File: src/rtl/serial_add_ctrl.sv
// Bit-serial adder/subtractor: one full-adder cell and a carry flop process
// the operands LSB first, one bit per clock, under a small IDLE/RUN/DONE FSM.
module serial_add_ctrl #(
    parameter int WIDTH = 8
) (
    input  logic             clk,
    input  logic             rst,
    input  logic             start,
    input  logic             op,
    input  logic [WIDTH-1:0] a,
    input  logic [WIDTH-1:0] b,
    input  logic             cin,
    output logic [WIDTH-1:0] sum,
    output logic             cout,
    output logic             ovf,
    output logic             busy,
    output logic             done
);

    localparam int IW = (WIDTH > 1) ? $clog2(WIDTH) : 1;
    localparam logic [IW-1:0] LAST_IDX = IW'(WIDTH - 1);

    typedef enum logic [1:0] {
        IDLE,
        RUN,
        DONE
    } state_t;

    state_t           state_q, state_d;
    logic [WIDTH-1:0] a_q, a_d;
    logic [WIDTH-1:0] b_q, b_d;
    logic [WIDTH-1:0] sum_q, sum_d;
    logic [IW-1:0]    idx_q, idx_d;
    logic             carry_q, carry_d;
    logic             cout_q, cout_d;
    logic             ovf_q, ovf_d;
    logic             busy_q, busy_d;
    logic             done_q, done_d;
    logic             fa_x, fa_y, fa_s, fa_c;

    always_comb begin
        // NOTE: every signal gets a default before the case so no path leaves it unassigned (no latch).
        state_d = state_q;
        a_d     = a_q;
        b_d     = b_q;
        sum_d   = sum_q;
        idx_d   = idx_q;
        carry_d = carry_q;
        cout_d  = cout_q;
        ovf_d   = ovf_q;
        busy_d  = 1'b0;
        done_d  = 1'b0;

        fa_x = a_q[idx_q];
        fa_y = b_q[idx_q];
        fa_s = fa_x ^ fa_y ^ carry_q;
        fa_c = (fa_x & fa_y) | (fa_x & carry_q) | (fa_y & carry_q);

        unique case (state_q)
            IDLE, DONE: begin
                state_d = IDLE;
                if (start) begin
                    // Subtract is a + ~b + 1, so the operand and carry are prepared here.
                    a_d     = a;
                    b_d     = op ? ~b : b;
                    carry_d = op ? 1'b1 : cin;
                    idx_d   = '0;
                    sum_d   = '0;
                    cout_d  = 1'b0;
                    ovf_d   = 1'b0;
                    state_d = RUN;
                    busy_d  = 1'b1;
                end
            end
            RUN: begin
                sum_d[idx_q] = fa_s;
                carry_d      = fa_c;
                if (idx_q == LAST_IDX) begin
                    cout_d  = fa_c;
                    ovf_d   = carry_q ^ fa_c;
                    state_d = DONE;
                    done_d  = 1'b1;
                end else begin
                    idx_d  = idx_q + IW'(1);
                    busy_d = 1'b1;
                end
            end
            default: state_d = IDLE;
        endcase
    end

    always_ff @(posedge clk) begin
        // NOTE: sequential state uses non-blocking assignments so all flops update from pre-edge values.
        if (rst) begin
            state_q <= IDLE;
            a_q     <= '0;
            b_q     <= '0;
            sum_q   <= '0;
            idx_q   <= '0;
            carry_q <= 1'b0;
            cout_q  <= 1'b0;
            ovf_q   <= 1'b0;
            busy_q  <= 1'b0;
            done_q  <= 1'b0;
        end else begin
            state_q <= state_d;
            a_q     <= a_d;
            b_q     <= b_d;
            sum_q   <= sum_d;
            idx_q   <= idx_d;
            carry_q <= carry_d;
            cout_q  <= cout_d;
            ovf_q   <= ovf_d;
            busy_q  <= busy_d;
            done_q  <= done_d;
        end
    end

    assign sum  = sum_q;
    assign cout = cout_q;
    assign ovf  = ovf_q;
    assign busy = busy_q;
    assign done = done_q;

endmodule

File: config.mk
export PLATFORM = sky130hd
export DESIGN_NAME = serial_add_ctrl
export DESIGN_NICKNAME = d
export VERILOG_FILES = /design/src/rtl/serial_add_ctrl.sv
export SDC_FILE = /design/constraint.sdc
export NUM_CORES = 1
export LEC_CHECK = 0
export CAP_MARGIN = 20
export CORE_MARGIN = 10
export CORE_UTILIZATION = 40
export DETAILED_ROUTE_END_ITERATION = 8
export GPL_ROUTABILITY_DRIVEN = 0
export PLACE_DENSITY = 0.72
export SLEW_MARGIN = 10
export SYNTH_ARGS = -nofsm -noshare
export SYNTH_HDL_FRONTEND = slang
export SYNTH_SLANG_ARGS = --single-unit
export TNS_END_PERCENT = 50
File: constraint.sdc
create_clock -name clk -period 4 [get_ports clk]
set_clock_uncertainty 0.15 [all_clocks]
set_input_delay 1 -clock clk [delete_from_list [all_inputs] [get_ports clk]]
set_output_delay 1 -clock clk [all_outputs]
set_load 0.1 [all_outputs]
==> results of run 1 <==
[worst max-delay path by stage]
stage | from | to | slack [ns]
detailed placement | idx_q[1] | sum[2] | 1.25
global placement | idx_q[1] | sum[2] | 1.31
floorplan | idx_q[1] | sum[2] | 1.62
finish | sum[4] | sum[4] | 1.08
CTS | sum[4] | sum[4] | 1.07
global route | sum[4] | sum[4] | 1.05
[state kept, by name, summed over array words and instances (netlist names)]
signal,flops
ovf,1
a_q,8
b_q,8
carry_q,1
idx_q,3
state_q,2
done,1
busy,1
cout,1
sum,8
[cells in the mapped netlist, drive strengths merged, types with 3 or more instances]
| cell type | number |
|---|---|
| nand2b | 5 |
| xnor2 | 8 |
| nand3 | 7 |
| nand2 | 27 |
| dfxtp | 34 |
| mux2i | 6 |
| o41ai | 3 |
| a211oi | 8 |
| nor3b | 3 |
| a21oi | 14 |
| buf | 12 |
| o311ai | 3 |
| nor2 | 18 |
[power groups by stage]
stage          registers [W]  logic [W]  clock network (W)
2_1_floorplan       0.000384  0.0000693                  0
3_3_place_gp        0.000376   0.000111                  0
3_5_place_dp        0.000377   0.000112                  0
4_1_cts             0.000369   0.000112           0.000240
5_1_grt             0.000371   0.000124           0.000251
6_report            0.000369   0.000111           0.000232
[metrics by stage]
stage	std cells	worst slack (ns)
final	244	1.083
after global placement	237	1.310
after CTS	244	1.070
after detailed placement	237	1.248
after floorplan	168	1.621
after global routing	244	1.047
[layout make-up]
type                    instances  area share
clock buffers                   7     0.03964
well taps                      48     0.03119
multi-input cells             121      0.4016
repair buffers                 34      0.1741
flip-flops and latches         34      0.3535
[worst reg2reg max path, stage by stage, from the launching register on]
cell and delay (ns):
dfxtp_1 0.68, mux4_2 0.57, mux2_4 0.27, fa_1 0.47
nand2b_1 0.19, o41ai_1 0.34
[cells by family after synthesis]
| family | count (synthesis) | synth area share |
|---|---|---|
| multiplexers | 10 | 0.08606 |
| AND/OR/NAND/NOR | 64 | 0.1910 |
| XOR/XNOR | 9 | 0.05164 |
| AO/OA/AOI/OAI | 35 | 0.1484 |
| adder cells (fa/ha/maj) | 3 | 0.02951 |
| flip-flops | 34 | 0.4459 |
| buffers and inverters | 13 | 0.04753 |
[layer usage]
layer  up-vias  share of wire  global-route usage
met5         -              0                   0
met4         0          0.012             0.03061
met3         3          0.070             0.04367
met2        35           0.43              0.1583
met1       548           0.48              0.1075
li1        641              -                   -
==> flow_metrics.py, run 1 <==
metrics = {
    "power_and_ir_drop": {
        "power.total_w": 0.0007121,
        "p_sw_frac": 0.2617,
        "peakVddDrop_mv": 0.2371,
        "p_leak_nw": 0.6784,
        "seqPwrFrac": 0.518,
        "switching_power_w": 0.0001863,
        "p_per_area_nw_per_um2": 369.8,
        "pwr-share-clk": 0.326,
        "p_int_w": 0.0005257,
        "comb_power_share": 0.156,
    },
    "synthesis": {
        "ys_ff_latch": 34,
        "yosysUniqueCellTypes": 35,
        "synth_area_sq_um": 1526,
        "ys_seq_area_frac": 0.4459,
        "synth_flop_cell": "dfxtp_1",
        "synth_edf_count": 0,
        "avgSynthCellArea_sq_um": 9.086,
        "synth_nets": 192,
        "synthCells": 168,
        "synthTopCellsByArea": "dfxtp_1 (45%), nand2_1 (6.6%), a21oi_1 (4.6%), xnor2_1 (4.6%), nor2_1 (4.2%)",
        "synthArstFlopShare": 0,
        "synth_top_area_share": 0.4459,
        "ys_warn_count": 0,
        "synth_top_area_cell": "dfxtp_1",
    },
    "setup_path": {
        "path_cells": "clkdlybuf4s50_1",
        "crit_path_max_incr_delay_ns": 1.14,
        "cp_slowest_cell": "clkdlybuf4s50_1",
        "path_delay_family": "buffers and inverters",
        "crit_path_start_kind": "register",
        "r2r_end": "sum[2]",
        "end_kind": "primary output",
        "path_max_fanout": 2,
        "cp.required_ns": 2.85,
        "reg2reg_from": "idx_q[1]",
        "path_buf_inv": 1,
        "cp.depth": 1,
        "critical_path_arrival_ns": 1.77,
        "r2r_slack_ns": 1.24,
        "worstSetupPathType": "register to primary output",
        "r2r_cells": 5,
    },
    "routing": {
        "drt_iter0_markers": 71,
        "wl_per_cell_um": 12.66,
        "num_vias": 1227,
        "wl_mm": 3.089,
        "first_pass_iters": 4,
        "drc": 0,
        "via_per_inst": 5.029,
        "ant_nets": 0,
    },
    "global_route": {
        "antenna_found_initial": 0,
        "track_usage": 0.09572,
        "grt_pass1_vias": 1196,
        "overflow": 0,
        "grt_max_degree": 29,
        "grt_pass1_wl_mm": 5.050,
    },
    "clocking": {
        "clock_sinks": 34,
        "clk_pin_slew_ns": 0.06,
        "clock_latency_ns": 0.28,
        "tritoncts": "done",
        "cts_max_path_buffers": 2,
        "holdBufCountCts": 0,
        "cts_root_buffer": "clkbuf_8",
        "post_cts_resized": 0,
        "htreeDepth": 2,
        "numCtsBuffers": 5,
        "post-cts-setup-buffers": 0,
    },
    "die": {
        "fp.dieH_um": 81.78,
        "start_util": 0.4138,
        "dieArea_sq_um": 6687,
        "core_sq_um": 3689,
        "die_x_um": 81.78,
        "rows": 22,
        "io_pins": 33,
    },
    "finish": {
        "design_area_sq_um": 1926,
        "fillCellCount": 376,
        "final_cell_mix": "dfxtp_1 (34), clkdlybuf4s50_1 (32), nand2_1 (27)",
        "layout-drive-gt1-share": 0.06633,
        "n_antenna_cell": 0,
        "areaGrowthSynthToFinish_pct": 26.15,
        "regArea_sq_um": 680.7,
        "utilization": 0.5220,
        "multiInputGateArea_sq_um": 773.2,
        "layout.nets": 220,
        "final_common_cell": "dfxtp_1",
    },
    "placement": {
        "numPortBuffers": 32,
        "place_area_sq_um": 1849,
        "hpwl_mm": 2.216,
    },
    "worst_hold_path": {
        "holdPathStages": 2,
        "holdPathEnd": "a_q[3]",
        "hold_start": "a_q[3]",
        "holdCritPathClass": "register to register",
    },
    "sta": {
        "max_slew_margin": 0.3481,
        "setup-tns-final_ns": 0,
        "fin_crit_ns": 2.917,
        "fin_hold_ws_ns": 0.3045,
        "period_share": 0.7292,
        "fmax_ghz": 0.3428,
        "worst_slew_pin_slew_ns": 0.9748,
        "setup_viol": 0,
        "final_max_slew_viol_count": 0,
        "hold_viol": 0,
        "rsz0062_at_grt": "false",
    },
    "job": {
        "cap_violations": 0,
    },
    "status": {
        "status": "finished clean",
    },
}
(Power assumes the default switching activity.)
==> run 2, diff against run 1 <==
--- a/config.mk
+++ b/config.mk
@@ -10,7 +10,7 @@
 export CORE_UTILIZATION = 40
 export DETAILED_ROUTE_END_ITERATION = 8
 export GPL_ROUTABILITY_DRIVEN = 0
-export PLACE_DENSITY = 0.72
+export PLACE_DENSITY = 0.75
 export SLEW_MARGIN = 10
 export SYNTH_ARGS = -nofsm -noshare
 export SYNTH_HDL_FRONTEND = slang
==> constraint.sdc (replaced) <==
create_clock -name clk -period 2.6 [get_ports clk]
set_clock_uncertainty 0.15 [all_clocks]
set_input_delay 0.65 -clock clk [delete_from_list [all_inputs] [get_ports clk]]
set_output_delay 0.65 -clock clk [all_outputs]
set_load 0.1 [all_outputs]
==> run 2 against run 1 <==
Critical path depth increased by 4. Power increased by 62%. Die area unchanged. Flip-flop and latch count unchanged. Utilization increased by 1.1 points. First-iteration DRC count increased by 46%. Critical path type is now register to register. Largest power group unchanged. Highest routed layer unchanged.
==> flow_metrics.py, run 2 (same netlist as run 1, synthesis figures left out) <==
metrics = {
    "setup_path": {
        "path_buf_inv": 0,
        "crit_path_max_incr_delay_ns": 0.52,
        "r2r_end": "sum[2]",
        "r2r_cells": 5,
        "crit_path_start_kind": "register",
        "critical_path_arrival_ns": 2.42,
        "cp_slowest_cell": "mux4_2",
        "cp.required_ns": 2.64,
        "end_kind": "register",
        "worstSetupPathType": "register to register",
        "path_delay_family": "multiplexers",
        "startpoint": "idx_q[0]",
        "path_max_fanout": 8,
        "r2r_slack_ns": 0.22,
        "reg2reg_from": "idx_q[0]",
        "path_cells": "mux4_2 -> mux2_4 -> fa_1 -> nand2b_2 -> o41ai_1",
    },
    "die": {
        "rows": 22,
        "dieArea_sq_um": 6687,
        "die_x_um": 81.78,
        "io_pins": 33,
        "fp.dieH_um": 81.78,
        "start_util": 0.4138,
        "core_sq_um": 3689,
    },
    "sta": {
        "setup-tns-final_ns": 0,
        "hold_viol": 0,
        "fin_crit_ns": 2.379,
        "max_slew_margin": 0.6759,
        "period_share": 0.9150,
        "rsz0062_at_grt": "false",
        "setup_viol": 0,
        "final_max_slew_viol_count": 0,
        "setup_ws_ns": 0.2210,
        "worst_slew_pin_slew_ns": 0.4861,
        "fmax_ghz": 0.4203,
    },
    "global_route": {
        "overflow": 0,
        "track_usage": 0.09933,
        "grt_pass1_vias": 1136,
        "antenna_found_initial": 0,
        "grt_max_degree": 27,
        "grt_pass1_wl_mm": 5.106,
    },
    "finish": {
        "multiInputGateArea_sq_um": 783.3,
        "final_common_cell": "dfxtp_1",
        "finalNonFillerCells": 248,
        "fillCellCount": 352,
        "layout-drive-gt1-share": 0.1700,
        "areaGrowthSynthToFinish_pct": 28.69,
        "layout.nets": 223,
        "n_antenna_cell": 0,
        "final_cell_mix": "dfxtp_1 (33), nand2_1 (27), clkdlybuf4s50_1 (20)",
        "regArea_sq_um": 681.9,
    },
    "power_and_ir_drop": {
        "p_leak_nw": 0.7388,
        "power.total_w": 0.001153,
        "peakVddDrop_mv": 0.2920,
        "p_per_area_nw_per_um2": 586.9,
    },
    "routing": {
        "wl_per_cell_um": 12.90,
        "drc": 0,
        "via_per_inst": 4.972,
        "first_pass_iters": 4,
        "num_vias": 1233,
        "drt_iter0_markers": 104,
        "wl_mm": 3.200,
        "ant_nets": 0,
    },
    "clocking": {
        "clock_sinks": 34,
        "clk_pin_slew_ns": 0.07,
        "clock_latency_ns": 0.29,
        "htreeDepth": 2,
        "cts_max_path_buffers": 2,
        "cts_root_buffer": "clkbuf_8",
        "numCtsBuffers": 5,
        "holdBufCountCts": 0,
        "tritoncts": "done",
    },
    "worst_hold_path": {
        "hold_start": "a_q[1]",
        "holdCritPathClass": "register to register",
        "holdPathStages": 2,
        "holdPathEnd": "a_q[1]",
    },
    "job": {
        "cap_violations": 0,
    },
    "placement": {
        "numPortBuffers": 32,
        "place_inst": 240,
        "pre_cts_ws_ns": 0.1043,
        "hpwl_mm": 2.401,
    },
    "status": {
        "status": "finished clean",
    },
}
run 2: timing repair:
item | in CTS | in global routing
buffers inserted | 0 | 0
setup endpoints to repair | 0 | 4
resized for setup | 0 | 4
run 2: power by group:
group          internal [W]  switching (W)  leakage [nW]
sequential         0.000547      0.0000157         0.279
clock              0.000212       0.000191        0.0472
combinational     0.0000849       0.000102         0.413
total              0.000844       0.000308         0.739
run 2: layout make-up:
type | instances | share of cell area
tap | 48 | 0.03057
clock inverter | 2 | 0.006369
clock buffer | 6 | 0.04204
sequential | 34 | 0.3471
timing repair buffer | 37 | 0.1752
multi-input combinational | 121 | 0.3987
run 2: worst register-to-register path: stages, from the launching register on:
cell and delay, ns:
dfxtp_1 0.40, mux4_2 0.52, mux2_4 0.28, fa_1 0.49, nand2b_2 0.13, o41ai_1 0.31
run 2: metrics by stage:
step           area, sq um    util  hold slack, ns
3_3_place_gp          1854  0.5027          0.2965
6_report              1964  0.5326          0.3052
3_5_place_dp          1854  0.5027          0.2972
5_1_grt               1964  0.5326          0.3255
2_1_floorplan         1526       -          0.2831
4_1_cts               1949  0.5285          0.3070
run 2: how the worst max path moves through the flow:
stage	to	slack, ns	depth (start not counted)
floorplan	sum[2]	0.22	7
global placement	sum[2]	0.16	7
detailed placement	sum[2]	0.10	8
CTS	sum[2]	0.1	8
global route	sum[2]	0.02	8
finish	sum[2]	0.22	5
run 2: layer usage:
layer	GRT usage	part of all wire	vias to the layer above
met5	0	0	-
met4	0.03571	0.011	0
met3	0.05786	0.069	3
met2	0.1426	0.44	30
met1	0.1204	0.48	553
li1	-	-	647
